**src/rtl/pipeline_hazard_ctrl.sv**
```systemverilog
// Stall/flush sequencer for the 5-stage pipeline: load-use, multicycle EX, branch flush, memory freeze.
// Optional build macro PIPE_PERF_EN adds 32-bit stall and flush performance counters.
module pipeline_hazard_ctrl #(
  parameter int unsigned MC_CYCLES    = 4,
  parameter int unsigned FLUSH_CYCLES = 1,
  parameter int unsigned CNT_W        = 8
) (
  input  logic        clk,
  input  logic        rst,
  input  logic [4:0]  id_rs1,
  input  logic [4:0]  id_rs2,
  input  logic        id_uses_rs1,
  input  logic        id_uses_rs2,
  input  logic        ex_valid,
  input  logic [4:0]  ex_rd,
  input  logic        ex_is_load,
  input  logic        ex_mc_start,
  input  logic        br_taken,
  input  logic        mem_busy,
  output logic        pc_we,
  output logic        if_id_we,
  output logic        if_id_bubble,
  output logic        id_ex_we,
  output logic        id_ex_bubble,
  output logic        ex_mem_we,
  output logic        ex_mem_bubble,
  output logic        stall,
  output logic        mc_done,
  output logic [31:0] stall_cnt,
  output logic [31:0] flush_cnt
);

  // state   | meaning
  // RUN     | normal issue; branch, multicycle and load-use decisions made here
  // MC_WAIT | front end held while a multicycle EX op completes; cnt counts down
  // FLUSH   | extra cycles bubbling IF/ID and ID/EX after a taken branch
  typedef enum logic [1:0] {
    RUN     = 2'd0,
    MC_WAIT = 2'd1,
    FLUSH   = 2'd2
  } state_e;

  localparam logic [CNT_W-1:0] MC_LOAD    = CNT_W'(MC_CYCLES - 1);
  localparam logic [CNT_W-1:0] FLUSH_LOAD = CNT_W'(FLUSH_CYCLES - 2);
  localparam logic [CNT_W-1:0] CNT_ONE    = CNT_W'(1);

  state_e           state_q, state_d;
  logic [CNT_W-1:0] cnt_q, cnt_d;
  logic             lu;

  // r0 is hardwired zero, so a load targeting it never creates a dependency
  assign lu = ex_valid && ex_is_load && (ex_rd != 5'd0) &&
              ((id_uses_rs1 && (id_rs1 == ex_rd)) ||
               (id_uses_rs2 && (id_rs2 == ex_rd)));

  always_ff @(posedge clk) begin
    if (rst) begin
      state_q <= RUN;
      cnt_q   <= '0;
    end else begin
      state_q <= state_d;
      cnt_q   <= cnt_d;
    end
  end

  always_comb begin
    state_d       = state_q;
    cnt_d         = cnt_q;
    pc_we         = 1'b1;
    if_id_we      = 1'b1;
    if_id_bubble  = 1'b0;
    id_ex_we      = 1'b1;
    id_ex_bubble  = 1'b0;
    ex_mem_we     = 1'b1;
    ex_mem_bubble = 1'b0;
    mc_done       = 1'b0;

    if (rst) begin
      state_d       = RUN;
      cnt_d         = '0;
      if_id_bubble  = 1'b1;
      id_ex_bubble  = 1'b1;
      ex_mem_bubble = 1'b1;
    end else if (mem_busy) begin
      pc_we     = 1'b0;
      if_id_we  = 1'b0;
      id_ex_we  = 1'b0;
      ex_mem_we = 1'b0;
    end else begin
      unique case (state_q)
        RUN: begin
          if (ex_valid && br_taken) begin
            if_id_bubble = 1'b1;
            id_ex_bubble = 1'b1;
            if (FLUSH_CYCLES > 1) begin
              state_d = FLUSH;
              cnt_d   = FLUSH_LOAD;
            end
          end else if (ex_valid && ex_mc_start) begin
            pc_we         = 1'b0;
            if_id_we      = 1'b0;
            id_ex_we      = 1'b0;
            ex_mem_bubble = 1'b1;
            state_d       = MC_WAIT;
            cnt_d         = MC_LOAD;
          end else if (lu) begin
            pc_we        = 1'b0;
            if_id_we     = 1'b0;
            id_ex_bubble = 1'b1;
          end
        end
        MC_WAIT: begin
          if (cnt_q != '0) begin
            pc_we         = 1'b0;
            if_id_we      = 1'b0;
            id_ex_we      = 1'b0;
            ex_mem_bubble = 1'b1;
            cnt_d         = cnt_q - CNT_ONE;
          end else begin
            mc_done = 1'b1;
            state_d = RUN;
          end
        end
        FLUSH: begin
          // EX only holds bubbles here, so any br_taken seen is stale
          if_id_bubble = 1'b1;
          id_ex_bubble = 1'b1;
          if (cnt_q == '0) begin
            state_d = RUN;
          end else begin
            cnt_d = cnt_q - CNT_ONE;
          end
        end
        default: begin
          state_d = RUN;
          cnt_d   = '0;
        end
      endcase
    end
  end

  assign stall = ~(pc_we & if_id_we & id_ex_we);

`ifdef PIPE_PERF_EN
  logic [31:0] stall_cnt_q, flush_cnt_q;
  logic        br_accept;

  assign br_accept = ~rst & ~mem_busy & (state_q == RUN) & ex_valid & br_taken;

  always_ff @(posedge clk) begin
    if (rst) begin
      stall_cnt_q <= '0;
      flush_cnt_q <= '0;
    end else begin
      if (stall)     stall_cnt_q <= stall_cnt_q + 32'd1;
      if (br_accept) flush_cnt_q <= flush_cnt_q + 32'd1;
    end
  end

  assign stall_cnt = stall_cnt_q;
  assign flush_cnt = flush_cnt_q;
`else
  assign stall_cnt = 32'd0;
  assign flush_cnt = 32'd0;
`endif

endmodule

```
**config.mk**
```make
export PLATFORM = sky130hd
export DESIGN_NAME = pipeline_hazard_ctrl
export DESIGN_NICKNAME = d
export VERILOG_FILES = /design/src/rtl/pipeline_hazard_ctrl.sv
export SDC_FILE = /design/constraint.sdc
export NUM_CORES = 1
export LEC_CHECK = 0
export CAP_MARGIN = 25
export CORE_MARGIN = 2
export CORE_UTILIZATION = 35
export CTS_CLUSTER_DIAMETER = 30
export DETAILED_ROUTE_END_ITERATION = 8
export PLACE_DENSITY = 0.88
export SYNTH_ARGS = -nofsm -noshare
export SYNTH_HDL_FRONTEND = slang
export SYNTH_SLANG_ARGS = --single-unit
```
**constraint.sdc**
```tcl
create_clock -name clk -period 3.95 [get_ports clk]
set_clock_uncertainty 0.05 [all_clocks]
set_input_delay 0.9875 -clock clk [delete_from_list [all_inputs] [get_ports clk]]
set_output_delay 0.9875 -clock clk [all_outputs]
set_load 0.05 [all_outputs]
```
==> impl_metrics.py, run 1 <==
metrics = {
    "worst_setup_path": {
        "cp.required_ns": 2.91,
        "cp_slowest_cell": "clkdlybuf4s50_1",
        "critPathLaunchType": "input port",
        "worst_r2r_endpoint": "cnt_q[7]",
        "reg2reg_from": "cnt_q[0]",
        "cp-end-kind": "output pin",
        "rr_worst_depth": 6,
        "path_max_fanout": 3,
        "slowest_delay_ns": 0.48,
        "crit_type": "in2out",
        "crit_chain": "clkdlybuf4s50_1 > xor2_1 > nor4_1 > a32oi_1 > o31ai_1 > buf_12",
        "worst-r2r-setup-slack_ns": 2.02,
        "crit_arrival_ns": 2.71,
    },
    "global_routing": {
        "grt-ovfl-total": 0,
        "antenna_found_initial": 0,
        "grt.total_usage_pct": 10.3,
        "grt_max_degree": 13,
        "grt_pass1_wl_mm": 3.29,
        "first_global_vias": 793,
    },
    "route": {
        "drcViolationCount": 0,
        "drt_first_iter_violations": 11,
        "avgRoutedWirePerCell_um": 8.74,
        "wirelength_mm": 2.06,
        "drtAntennaViolNets": 0,
        "drt-pass1-iter-count": 4,
        "vias_per_cell": 3.98,
        "vias": 936,
    },
    "placement": {
        "gp_congestion": 0.783,
        "io_buffers": 32,
        "place_hpwl_mm": 1.78,
        "place_area_um2": 1360,
    },
    "timing": {
        "setup_viol": 0,
        "finalCritPeriodShare_pct": 94.8,
        "rsz0062_at_grt": "no",
        "fmax_ghz": 0.267,
        "setup-tns-final_ns": 0,
        "slew_violations": 0,
        "hold_violations": 0,
        "fin_crit_ns": 3.75,
    },
    "clocking": {
        "path_clk_slew_ns": 0.06,
        "cts_tree": "done",
        "clk_latency_ns": 0.27,
        "root_buffer": "clkbuf_4",
        "htree_num_levels": 1,
        "cts_buffers": 3,
        "cts_hold_buf": 0,
        "clock-sinks": 9,
        "cts_setup_buffers": 0,
        "cts.repair.resized": 0,
        "cts_buffer_depth": 2,
    },
    "yosys": {
        "ys.flop_type": "dfxtp_1",
        "syn-cell-area_um2": 1180,
        "synth_commonest_cells": "buf_4, nand2_1, dfxtp_1",
        "synth_cell_types": 34,
        "synthTopCellsByArea": "buf_4, dfxtp_1, xor2_1, nand2_1, a21oi_1",
        "ys_ff_latch": 9,
        "ys_seq_area_share_pct": 15.2,
        "synth_edf_count": 0,
        "netlist_instances": 156,
        "async_flop_share_pct": 0,
        "synth_top_area_cell": "buf_4",
        "yosysMostFrequentCell": "buf_4",
        "synth.avg_cell_area_um2": 7.58,
        "synth_top_cell_area_share_pct": 41.3,
        "yosysWarnings": 0,
    },
    "final_layout": {
        "fin_area_um2": 1380,
        "drive_gt1_share_pct": 7.94,
        "areaGrowthSynthToFinish_pct": 16.8,
        "n_antenna_cell": 0,
        "utilization_pct": 42.1,
        "nNetsFinal": 216,
    },
    "floorplanning": {
        "boundaryPins": 97,
        "die-area_um2": 3860,
        "die_w_um": 62.1,
        "core_um2": 3280,
        "rows": 21,
        "die_h_um": 62.1,
        "start_util_pct": 36.0,
    },
    "pwr": {
        "powerDensity_nw_per_um2": 317,
        "ir_worst_vdd_v": 0.000139,
        "leakagePower_nw": 0.644,
    },
    "worst_hold_path": {
        "hp-start": "cnt_q[7]",
        "worstHoldEndpoint": "cnt_q[7]",
        "hp-class": "reg2reg",
        "hold-path-cell-count": 2,
    },
    "outcome": {
        "status": "finished, final reports clean",
    },
    "job": {
        "max-cap-violations": 0,
    },
}
[layout by cell type, fill, tap and decap left out, drive strengths merged, types with 4 or more instances in the layout]
cell type      synthesis  final
conb                   1     64
clkdlybuf4s50          0     23
nand2                 12     12
buf                   66     10
dfxtp                  9      9
xor2                   8      8
a21oi                  8      8
inv                    5      5
or3                    5      5
nor4                   4      4
o21ai                  4      4
clkbuf                 1      4
[critical path, delay by kind of cell]
family	cells	cell delay, ns
compound gates	2	0.55
buf+inv	2	0.67
simple gates	1	0.31
xor+xnor	1	0.20
[worst max path at each step]
stage / startpoint / end / slack, ns / cells past startpoint
final: ex_rd[4] / stall / 0.20 / 6
after global routing: ex_rd[3] / stall / 0.04 / 6
after CTS: ex_rd[4] / stall / 0.19 / 6
after detailed placement: ex_rd[4] / stall / 0.20 / 6
after global placement: ex_rd[3] / stall / 0.23 / 6
after floorplan: rst / pc_we / 0.09 / 5
[final cells by class]
cell class,instances,area (um2)
flip-flops and latches,9,180
repair buffers,33,368
multi-input cells,138,731
well taps,46,57.6
clock buffers,4,26.3
inverters,5,18.8
fillers,330,1900
[stage by stage]
stage / power (mW) / instances / hold slack, ns / setup WS (ns)
after floorplan: 0.352 / 219 / 0.402 / 0.0885
after global routing: 0.459 / 235 / 0.494 / 0.0422
after detailed placement: 0.362 / 231 / 0.435 / 0.198
final: 0.437 / 235 / 0.445 / 0.204
after global placement: 0.360 / 231 / 0.420 / 0.227
after CTS: 0.440 / 235 / 0.445 / 0.194
[sequential cells by signal (all words and copies together), names as in the netlist]
register and cells:
cnt_q 8, state_q 1
[cells by family after synthesis]
logic type	share of synthesized area, %
xor gates and xnor gates	7.41
buffers and inverters	43.6
DFF	15.2
other	0.317
muxes	0.847
AOI/OAI and AO/OA	14.0
and+or+nand+nor	16.5
adders and majority gates	2.12
[power breakdown]
part           internal [mW]  leakage [nW]  switching (mW)
clock                 0.0391        0.0150          0.0369
sequential            0.0957        0.0732         0.00474
combinational         0.0623         0.556           0.198
[routing by layer]
layer | vias up | wire length (um) | track usage (%)
li1 | 469 | - | -
met1 | 412 | 798 | 11.8
met2 | 53 | 1080 | 18.9
met3 | 2 | 157 | 1.09
met4 | 0 | 21 | 5.00
met5 | - | 0 | 0
No activity file was read; power rests on OpenSTA's default activity.
==> run 2, diff against run 1 <==
TNS_END_PERCENT = 50   (was default)
==> results of run 2 <==
Final layout, timing and power as in run 1 (identical DEF).
